<file path="config.mk">
export PLATFORM = sky130hd
export DESIGN_NAME = mem_arbiter
export DESIGN_NICKNAME = d
export VERILOG_FILES = /design/src/rtl/mem_arbiter.sv
export SDC_FILE = /design/constraint.sdc
export NUM_CORES = 1
export LEC_CHECK = 0
export ABC_AREA = 1
export BUFFER_PORTS_ARGS = -buffer_cell sky130_fd_sc_hd__buf_2
export CAP_MARGIN = 15
export CORE_ASPECT_RATIO = 0.9
export CORE_MARGIN = 5
export CORE_UTILIZATION = 28
export CTS_CLUSTER_DIAMETER = 80
export DETAILED_ROUTE_END_ITERATION = 8
export SYNTH_ARGS = -nofsm -noshare
export SYNTH_HDL_FRONTEND = slang
export SYNTH_SLANG_ARGS = --single-unit
</file>
<file path="constraint.sdc">
create_clock -name clk -period 4 [get_ports clk]
set_clock_uncertainty 0.15 [all_clocks]
set_input_delay 0.6 -clock clk [delete_from_list [all_inputs] [get_ports clk]]
set_output_delay 0.6 -clock clk [all_outputs]
set_load 0.1 [all_outputs]
</file>
<file path="src/rtl/mem_arbiter.sv">
// mem_arbiter: shares one single-port RAM between the CPU and GPU requesters.
// Each requester has a read channel and a write channel. Grants are round-robin
// between the two ports, and a write beats a read within the same port. Every
// access takes the fixed sequence IDLE -> ISSUE -> RESP.
module mem_arbiter #(
  parameter int ADDR_W = 12,
  parameter int DATA_W = 8
) (
  input  logic              clk,
  input  logic              rst_n,
  input  logic              cpu_read,
  input  logic [ADDR_W-1:0] cpu_read_addr,
  output logic [DATA_W-1:0] cpu_read_data,
  output logic              cpu_read_ack,
  input  logic              cpu_write,
  input  logic [ADDR_W-1:0] cpu_write_addr,
  input  logic [DATA_W-1:0] cpu_write_data,
  output logic              cpu_write_ack,
  input  logic              gpu_read,
  input  logic [ADDR_W-1:0] gpu_read_addr,
  output logic [DATA_W-1:0] gpu_read_data,
  output logic              gpu_read_ack,
  input  logic              gpu_write,
  input  logic [ADDR_W-1:0] gpu_write_addr,
  input  logic [DATA_W-1:0] gpu_write_data,
  output logic              gpu_write_ack,
  output logic              ram_en,
  output logic              ram_we,
  output logic [ADDR_W-1:0] ram_addr,
  output logic [DATA_W-1:0] ram_wdata,
  input  logic [DATA_W-1:0] ram_rdata,
  output logic              busy
);

  typedef enum logic [1:0] {IDLE, ISSUE, RESP} state_t;

  state_t            state;
  logic              last_gpu;   // 1 when the GPU holds the most recent grant
  logic              op_gpu;     // port tag of the access in flight
  logic              op_write;   // op tag of the access in flight
  logic [DATA_W-1:0] cpu_read_hold;
  logic [DATA_W-1:0] gpu_read_hold;

  logic              cpu_pending;
  logic              gpu_pending;
  logic              grant_gpu;
  logic              sel_write;
  logic [ADDR_W-1:0] sel_addr;
  logic [DATA_W-1:0] sel_wdata;

  assign cpu_pending = cpu_read | cpu_write;
  assign gpu_pending = gpu_read | gpu_write;
  // The GPU wins when it is the only port pending, or on a tie when the CPU was served last.
  assign grant_gpu   = gpu_pending & (~cpu_pending | ~last_gpu);

  // Pick the channel of the winning port. A write goes ahead of a read on the same port.
  always_comb begin
    if (grant_gpu) begin
      sel_write = gpu_write;
      sel_addr  = gpu_write ? gpu_write_addr : gpu_read_addr;
      sel_wdata = gpu_write_data;
    end else begin
      sel_write = cpu_write;
      sel_addr  = cpu_write ? cpu_write_addr : cpu_read_addr;
      sel_wdata = cpu_write_data;
    end
  end

  // ram_rdata comes straight from the RAM output register and is valid during RESP.
  // It is forwarded while the read ack is high; the hold register keeps it afterwards.
  assign cpu_read_data = cpu_read_ack ? ram_rdata : cpu_read_hold;
  assign gpu_read_data = gpu_read_ack ? ram_rdata : gpu_read_hold;

  // Access sequencer. The acks are registered on entry to RESP, so each ack is visible exactly in RESP.
  always_ff @(posedge clk or negedge rst_n) begin
    if (!rst_n) begin
      state         <= IDLE;
      last_gpu      <= 1'b1;
      op_gpu        <= 1'b0;
      op_write      <= 1'b0;
      ram_en        <= 1'b0;
      ram_we        <= 1'b0;
      ram_addr      <= '0;
      ram_wdata     <= '0;
      busy          <= 1'b0;
      cpu_read_ack  <= 1'b0;
      cpu_write_ack <= 1'b0;
      gpu_read_ack  <= 1'b0;
      gpu_write_ack <= 1'b0;
      cpu_read_hold <= '0;
      gpu_read_hold <= '0;
    end else begin
      cpu_read_ack  <= 1'b0;
      cpu_write_ack <= 1'b0;
      gpu_read_ack  <= 1'b0;
      gpu_write_ack <= 1'b0;
      case (state)
        IDLE: begin
          if (cpu_pending | gpu_pending) begin
            last_gpu  <= grant_gpu;
            op_gpu    <= grant_gpu;
            op_write  <= sel_write;
            ram_we    <= sel_write;
            ram_addr  <= sel_addr;
            ram_wdata <= sel_wdata;
            ram_en    <= 1'b1;
            busy      <= 1'b1;
            state     <= ISSUE;
          end
        end
        ISSUE: begin
          ram_en        <= 1'b0;
          cpu_read_ack  <= ~op_gpu & ~op_write;
          cpu_write_ack <= ~op_gpu &  op_write;
          gpu_read_ack  <=  op_gpu & ~op_write;
          gpu_write_ack <=  op_gpu &  op_write;
          state         <= RESP;
        end
        RESP: begin
          if (!op_write) begin
            if (op_gpu) gpu_read_hold <= ram_rdata;
            else        cpu_read_hold <= ram_rdata;
          end
          busy  <= 1'b0;
          state <= IDLE;
        end
        default: begin
          ram_en <= 1'b0;
          busy   <= 1'b0;
          state  <= IDLE;
        end
      endcase
    end
  end

endmodule

</file>
Word-level counts from Yosys, hierarchy flattened
Index checks and enable logic that the tools add are counted.
{"block": "classes", "n_eq_ne": 3, "reduce_logical": 6, "bitwise": 15, "n_mux": 16}
{"op": "12-bit two-way mux", "count": 3}
{"op": "8-bit two-way mux", "count": 3}
{"op": "1-bit two-way mux", "count": 6}
{"op": "1-bit NOT", "count": 6}
{"op": "2-bit AND reduction", "count": 3}
{"op": "3-bit AND reduction", "count": 2}
{"op": "1-bit AND", "count": 5}
{"op": "1-bit OR", "count": 4}
{"op": "1-bit case mux with 2 select lines", "count": 2}
{"op": "2-bit case mux with 2 select lines", "count": 1}
{"op": "2-bit by 1-bit equality test with 1-bit output (second input constant)", "count": 1}
{"op": "2-bit equality test (second input constant)", "count": 1}
{"op": "2-bit logical NOT", "count": 1}
{"op": "2-bit two-way mux", "count": 1}
{"op": "2-bit != test (second input constant)", "count": 1}
{"block": "word_totals", "out_inout_bits": 43, "regBits": 47}

Depth between registers and ports, before layout
Gate-level depths: netlist (run 1).
{"block": "depth", "ltp_word": 5, "depth_mapped": 8, "ltp_nobuf": 7}

Worst setup path after synthesis (run 1)
Ideal clock, no wire load.
{"block": "synth_timing", "path_type": "reg2out", "startpoint": "reg gpu_read_ack", "endpoint": "out gpu_read_data[5]", "t_arrival_ns": 2.911, "slack_ns": 0.339, "stages_incl_launch_ff": 5, "cell_sequence": "dfrtp_1 clkbuf_1 buf_2 nor2_1 a21oi_1"}
{"block": "synth_between", "elab_chain_cells": 1}
{"item": "start, declared", "line": "22", "rtl": "output logic gpu_read_ack,"}
{"item": "start signal, assigned", "line": "115", "rtl": "gpu_read_ack <= op_gpu & ~op_write;"}
{"item": "8-bit two-way mux", "line": "72", "rtl": "assign gpu_read_data = gpu_read_ack ? ram_rdata : gpu_read_hold;"}
{"item": "end, declared", "line": "21", "rtl": "output logic [DATA_W-1:0] gpu_read_data,"}
Every way passes these cells.

Worst setup path in the final report (run 1)
{"block": "layout_timing", "startpoint": "reg gpu_read_ack", "endpoint": "out gpu_read_data[1]"}
The elaborated chain is that of the path after synthesis.

==> results of run 1 <==
==> metal layers <==
metal  track usage  part of all wire  routed length [um]
met1         0.151              0.43                3100
met5             0                 0                   0
met3        0.0221             0.034                 246
met2         0.223              0.53                3800
met4        0.0277            0.0093                  67
==> layout by cell type (no fill, tap or decap) <==
cell type	count
a21oi_1	16
a21oi_4	1
buf_12	1
buf_2	120
clkbuf_1	1
clkbuf_8	5
clkinvlp_4	1
dfrtp_1	46
dfstp_2	1
inv_1	57
inv_2	1
inv_4	1
inv_6	1
nand2_1	113
nand2_4	1
nand3_1	34
nand3b_1	8
nor2_1	42
nor2_2	1
nor2_4	1
nor3_1	4
o21a_1	12
o21ai_0	16
o21ai_1	2
o21ai_4	1
==> worst paths after layout <==
check	endpoint	slack (ns)	cells past startpoint
max in group asynchronous	last_gpu	3.10	2
min	gpu_read_hold[3]	0.06	1
max	gpu_read_data[1]	1.56	3
max reg2reg	op_gpu	2.25	6
min in group clk	state[1]	0.29	1
min reg2reg	state[1]	0.29	1
==> logic make-up (layout without fill, tap and decap cells) <==
| group | count (synthesis) | in the layout | synth area share |
|---|---|---|---|
| AOI/OAI and AO/OA | 48 | 48 | 0.108 |
| buffers and inverters | 81 | 188 | 0.138 |
| DFF | 47 | 47 | 0.435 |
| and+or+nand+nor | 204 | 204 | 0.318 |
==> final cells by class <==
| cell class | instances | area, um^2 |
|---|---|---|
| clock buffer | 6 | 72.6 |
| clock inverter | 2 | 16.3 |
| fill | 1037 | 6150 |
| inverter | 59 | 224 |
| multi-input combinational | 252 | 1150 |
| sequential | 47 | 1180 |
| tap | 126 | 158 |
| timing repair buffer | 121 | 621 |
==> metrics by stage <==
step | std cells | instance area (um^2) | util | hold WS [ns] | setup slack (ns)
2_1_floorplan | 380 | 2710 | - | 0.154 | 0.339
6_report | 613 | 3420 | 0.358 | 0.0561 | 1.56
3_3_place_gp | 604 | 3310 | 0.346 | 0.279 | 1.72
4_1_cts | 612 | 3400 | 0.355 | 0.294 | 1.54
5_1_grt | 613 | 3420 | 0.358 | 0.0723 | 1.42
3_5_place_dp | 604 | 3310 | 0.346 | 0.281 | 1.66
==> worst reg2reg max path: stages (launching register included) <==
cell and delay (ns):
dfrtp_1 0.38, inv_1 0.09, nand2_1 0.10, a21oi_4 0.50
inv_4 0.24, nand2_1 0.11, o21ai_1 0.06
==> state kept, by name, indices dropped and copies added (netlist names) <==
signal and count:
op_write 1, ram_en 1, busy 1, cpu_read_hold 8
gpu_read_hold 8, gpu_write_ack 1, cpu_read_ack 1, gpu_read_ack 1
last_gpu 1, state 2, ram_addr 12, cpu_write_ack 1
ram_wdata 8, op_gpu 1
==> metrics, run 1 <==
fin crit share=0.610; top cells by area, synth=dfrtp_1 43%, nand2_1 16%, inv_1 7.9%; status=finished clean; final hold violations=0; H-Tree Depth=2; initial DRC count=97; Clock Path Buffers=2; critical path's top delay family=flip-flops; GRT overflow=0; crit end category=output pin; synth warn=0; nets@finish=564; crit-path max FO=17; asr flop ratio synth=1.00; Chip Height=~100 um; share of the synthesized area in the top cell type=0.426; number of synthesized flops with an enable pin=0; DRC violations left=0; total wire length=7210 um; top-count cell post-synth=nand2_1; CP startpoint=gpu_read_ack; fmax=410 MHz; clk root buf=clkbuf_8; max incr delay on CP=~0.67 ns; Die W=114 um; worst hold-check path type=in2async; DPL Wire Length=5620 um; Syn Area/Cell=7.12 um^2; Final Wtd Congestion=between 0.8 and 0.9; post_cts resized=0; Syn Std Cell Area=2710 um^2; Crit-path slowest cell=dfrtp_1; num rows=34; first-pass GRT wire length=between 10000 and 15000 um; area of the die=11700 um^2; pin count of the biggest net entering global routing=48; drt first pass iters=4; Post-DRT Antenna Nets=0; Port Buffers=120; post-synth top area cell=dfrtp_1; share of cells above drive strength 1=0.279; Starting Density=0.283; diodes inserted=0; Rel. slew slack=0.593; Post-CTS Setup Bufs=0; vias per std cell=between 4 and 5; WP data required=~3.3 ns; CTS Hold Bufs=0; initial antenna violation count=0; total CTS buffers=5; Seq/Total Area, Yosys=0.435; IO Pins=around 120; clock transition at the registers of the reported paths=~0.080 ns; Slew Viols, Final=0; Cells after Synth=380; Fin Setup TNS=0 ns; most frequent cells after synthesis=113 x nand2_1, 57 x inv_1, 46 x dfrtp_1; via count=2668; Critical Path Start Type=flip-flop; post-DR wirelength/cell=11.8 um; worst-path cell chain=nor2_1 > a21oi_1 > buf_2; Area growth syn-to-layout=26.5%; Core ar.=9570 um^2; Synth Flop Type=dfrtp_1; post-synth net total=458; crit path DAT=1.69 ns; GRT Total Usage=0.122; CTS tree=done; clk sinks=47; clk_lat worst skew=0.30 ns; Final setup viols=0; worst-margin pin slew=0.610 ns; Yosys cell types=23; CP bufs+invs=1; fin crit period=~2.4 ns; vias in the first global route=2590; reg2reg start=state[1]; RSZ-0062 raised after global routing=false; Max Cap Violations=0; CP Class=reg2out; FF+latch count, synth=47
Power of run 1 is not shown: default switching activity piles up to over one toggle a cycle in this logic, so the estimate is an artifact.
==> run 2: changes to the inputs <==
clock period = 2.4 ns   (was 4 ns; I/O delays follow)
==> run 2 against run 1 <==
Wire length is 5.6% higher. Count of clock-buffer cells in the layout down 1. Core utilization rose by 1.4 points. Cell count increased by 0.65%. Sequential share of layout area shrank 1.2 points. Non-clock buffer count rose by 4. Register-to-register slack lost 1.4 ns. Die area unchanged. Flip-flop and latch count unchanged. Worst setup slack worse by 1.3 ns. Design area is 3.9% higher. Worst hold slack better by 0.15 ns.
==> metrics, run 2 (same netlist as run 1, synthesis figures left out) <==
worst-path cell chain=nor2_1 > a21oi_4 > buf_2 (was nor2_1 > a21oi_1 > buf_2); WP data required=1.89 ns (was 3.25 ns); Finished Layout Cells=617 (was 613); Critical Path Start Type=flip-flop (unchanged); Setup WS pre-CTS=0.622 ns (was 1.66 ns); drt first pass iters=5 (was 4); crit end category=output pin (unchanged); total CTS buffers=5 (unchanged); crit path DAT=1.59 ns (was 1.69 ns); clk sinks=47 (unchanged); Crit path depth=3 (unchanged); clk root buf=clkbuf_8 (unchanged); via count=2685 (was 2668); fin crit period=2.10 ns; Worst Reg-to-Reg Cells=4 (was 6); Rel. slew slack=0.664 (was 0.593); diodes inserted=0 (unchanged); CP bufs+invs=1 (unchanged); Core ar.=9570 um^2 (unchanged); total wire length=7620 um (was 7210 um); dpl cells=608 (was 604); Port Buffers=120 (unchanged); vias in the first global route=2628 (was 2590); final hold violations=0 (unchanged); share of cells above drive strength 1=0.322 (was 0.279); pin count of the biggest net entering global routing=48 (unchanged); Final Wtd Congestion=0.773 (was 0.805); max reg flops=12 (unchanged); commonest non-fill, non-tap cell in the layout=buf_2 (unchanged); Post-DRT Antenna Nets=0 (unchanged); initial antenna violation count=0 (unchanged); worst hold-check path type=in2reg (was in2async); Area growth syn-to-layout=31.5% (was 26.5%); GRT overflow=0 (unchanged); CTS tree=done (unchanged); Clock Path Buffers=2 (unchanged); H-Tree Depth=2 (unchanged); Slew Viols, Final=0 (unchanged); clock transition at the registers of the reported paths=0.09 ns (was 0.08 ns); IO Pins=121 (unchanged); num rows=34 (unchanged); GRT Total Usage=0.131 (was 0.122); Max Cap Violations=0 (unchanged); worst reg2reg endpoint=cpu_read_hold[2] (was op_gpu); most frequent cells in the layout=120 x buf_2, 113 x nand2_1, 57 x inv_1 (unchanged); Post-CTS Setup Bufs=0 (unchanged); Die W=114 um (unchanged); critical path's top delay family=flip-flops (unchanged); vias per std cell=4.35 (about the same); fin crit share=0.874; Starting Density=0.283 (unchanged); first-pass GRT wire length=12400 um (was 11700 um); Crit-path slowest cell=dfrtp_2 (was dfrtp_1); Chip Height=103 um (unchanged); Final setup viols=0 (unchanged); Final Worst Setup Slack=0.303 ns (was 1.56 ns); status=finished clean (unchanged); CP Class=reg2out (unchanged); area of the die=11700 um^2 (unchanged); worst-margin pin slew=0.502 ns (was 0.610 ns); Core Util, Final=0.372 (was 0.358); DRC violations left=0 (unchanged); RSZ-0062 raised after global routing=false (unchanged); CP startpoint=gpu_read_ack (unchanged); DPL Wire Length=5700 um (was 5620 um); R2R setup slack=0.88 ns (was 2.25 ns); reg2reg start=state[1] (unchanged); post-DR wirelength/cell=12.3 um (was 11.8 um); initial DRC count=115 (was 97); fmax=477 MHz; clk_lat worst skew=0.30 ns (about the same); nets@finish=568 (was 564); crit path to=gpu_read_data[5] (was gpu_read_data[1]); max incr delay on CP=0.61 ns (was 0.67 ns); crit-path max FO=17 (unchanged); Top reg by flops=ram_addr (unchanged)
run 2: metal layers:
| metal | part of all wire | vias up | track usage |
|---|---|---|---|
| met3 | 0.045 | 11 | 0.0239 |
| met4 | 0.016 | 0 | 0.0379 |
| met5 | 0 | - | 0 |
| met1 | 0.47 | 1225 | 0.177 |
| met2 | 0.46 | 67 | 0.216 |
| li1 | - | 1382 | - |
run 2: cell type report:
type                    instances  area (um^2)
flip-flops and latches         47         1180
inverters                      59          224
well taps                     126          158
fillers                      1063         6010
clock buffers                   5         68.8
repair buffers                125          653
clock inverters                 3         20.0
multi-input cells             252         1250
run 2: worst min-delay path by stage:
stage | cells past startpoint | end | start
after floorplan | 0 | busy | rst_n
after global placement | 2 | ram_wdata[3] | rst_n
after detailed placement | 2 | ram_wdata[3] | rst_n
after CTS | 5 | ram_wdata[1] | cpu_write_data[1]
after global routing | 5 | ram_wdata[1] | cpu_write_data[1]
final | 5 | ram_wdata[2] | cpu_write_data[2]
run 2: repair_timing:
action                    CTS  global route
hold endpoints to repair   46             0
resized for setup           0             0
hold buffers                1             0
run 2: metrics by stage:
step | setup TNS, ns | cell area, um^2 | hold WS, ns
after global placement | 0 | 3460 | 0.215
final | 0 | 3560 | 0.203
after global routing | 0 | 3560 | 0.208
after CTS | 0 | 3560 | 0.192
after floorplan | -0.636 | 2810 | -0.0856
after detailed placement | 0 | 3460 | 0.220
run 2: tightest hold or removal path: stages:
cell and delay, ns:
buf_2 0.07, inv_1 0.03, nand2_1 0.05, nand3_1 0.06, nand2_1 0.06
Power of run 2 is left out for the same reason.
==> run 3: changes to the inputs <==
==> constraint.sdc (replaced) <==
create_clock -name clk -period 2.4 [get_ports clk]
set_clock_uncertainty 0.15 [all_clocks]
set_input_delay 0.12 -clock clk [delete_from_list [all_inputs] [get_ports clk]]
set_output_delay 0.12 -clock clk [all_outputs]
set_load 0.1 [all_outputs]
==> run 3 against run 2 <==
Core utilization is 1.3 points higher. First-iteration DRC count up 5.2%. Largest cell class unchanged. Design area increased by 3.4%. Die area is the same. Via count rose by 4.4%. Critical path depth unchanged. Cell count is 2.1% higher. Highest routed layer unchanged.
==> metrics, run 3 (same netlist as run 1, synthesis figures left out) <==
status=finished clean (unchanged); nets@finish=581 (was 568); Max Cap Violations=0 (unchanged); min-delay src=cpu_write_data[4] (was cpu_write_data[2]); fin crit period=2.16 ns (was 2.10 ns); post_cts resized=0 (unchanged); diodes inserted=0 (unchanged); Chip Height=103 um (unchanged); R2R setup slack=0.30 ns (was 0.88 ns); Post-DRT Antenna Nets=0 (unchanged); total wire length=7250 um (was 7620 um); Die W=114 um (unchanged); max reg flops=12 (unchanged); fin crit share=0.901 (was 0.874); area of the die=11700 um^2 (unchanged); CP Class=reg2out (unchanged); GRT overflow=0 (unchanged); reg2reg start=last_gpu (was state[1]); pin count of the biggest net entering global routing=43 (was 48); first-pass GRT wire length=11900 um (was 12400 um); Final setup viols=0 (unchanged); H-Tree Depth=2 (unchanged); RSZ-0062 raised after global routing=false (unchanged); most frequent cells in the layout=120 x buf_2, 113 x nand2_1, 57 x inv_1 (unchanged); clk_lat worst skew=0.29 ns (was 0.30 ns); Slew Viols, Final=0 (unchanged); share of cells above drive strength 1=0.300 (was 0.322); vias in the first global route=2643 (was 2628); Port Buffers=120 (unchanged); Final Wtd Congestion=0.736 (was 0.773); FILL cells=1036 (was 1063); DPL Wire Length=5590 um (was 5700 um); clk sinks=47 (unchanged); CTS tree=done (unchanged); Rel. slew slack=0.377 (was 0.664); num rows=34 (unchanged); crit-path max FO=17 (unchanged); DRC violations left=0 (unchanged); final hold violations=0 (unchanged); Fin Setup TNS=0 ns (unchanged); Core ar.=9570 um^2 (unchanged); Area growth syn-to-layout=36.0% (was 31.5%); IO Pins=121 (unchanged); crit path DAT=1.89 ns (was 1.59 ns); Critical Path Start Type=flip-flop (unchanged); initial antenna violation count=0 (unchanged); initial DRC count=121 (was 115); total CTS buffers=5 (unchanged); clock transition at the registers of the reported paths=0.09 ns (about the same); Starting Density=0.283 (unchanged); WP data required=2.13 ns (was 1.89 ns); GRT Total Usage=0.124 (was 0.131); crit end category=output pin (unchanged); commonest non-fill, non-tap cell in the layout=buf_2 (unchanged); CP startpoint=gpu_read_ack (unchanged); Core Util, Final=0.384 (was 0.372); worst-margin pin slew=0.935 ns (was 0.502 ns); Clock Path Buffers=2 (unchanged); worst hold-check path type=in2reg (unchanged); post-DR wirelength/cell=11.5 um (was 12.3 um); Top reg by flops=ram_addr (unchanged); via count=2802 (was 2685); fmax=462 MHz (was 477 MHz); vias per std cell=4.45 (was 4.35); clk root buf=clkbuf_8 (unchanged); drt first pass iters=4 (was 5)
==> run 3: critical path: stages, from the launching register on <==
cell     delay [ns]
dfrtp_1        0.82
nor2_1         0.19
a21oi_4        0.15
buf_2          0.44
==> run 3: layout make-up <==
class / instances / area [um^2] / area share
Tap cell: 126 / 158 / 0.0429
Multi-Input combinational cell: 252 / 1230 / 0.334
Clock inverter: 2 / 35.0 / 0.00952
Sequential cell: 47 / 1180 / 0.320
Timing Repair Buffer: 138 / 773 / 0.210
Clock buffer: 6 / 82.6 / 0.0224
Inverter: 59 / 224 / 0.0609
==> run 3: worst paths after layout <==
path | to | cells after the start
worst max-delay path | gpu_read_data[4] | 3
worst min-delay path | ram_wdata[4] | 5
worst max register to register | ram_wdata[7] | 7
worst min register to register | state[1] | 1
max in group asynchronous | busy | 3
min in group asynchronous | gpu_read_hold[2] | 2
==> run 3: timing repair <==
item                                   in CTS  in global routing
hold buffers                               15                  0
endpoints found under the hold margin      47                  0
setup buffers                               0                  0
==> run 3: per-stage QoR <==
step	instances	hold slack, ns	instance area, um^2	setup slack, ns
2_1_floorplan	380	-0.326	2780	-0.580
3_3_place_gp	607	0.168	3410	0.644
3_5_place_dp	607	0.183	3410	0.580
4_1_cts	630	0.0186	3680	0.237
5_1_grt	630	0.0346	3680	0.132
6_report	630	0.0267	3680	0.237
==> run 3: routing by layer <==
layer  up-vias  routed length (um)  global-route usage
li1       1408                   -                   -
met4         0                  57              0.0268
met2        49                3950               0.241
met5         -                   0                   0
met3         6                 258              0.0227
met1      1339                2990               0.143
Power of run 3 is left out for the same reason.
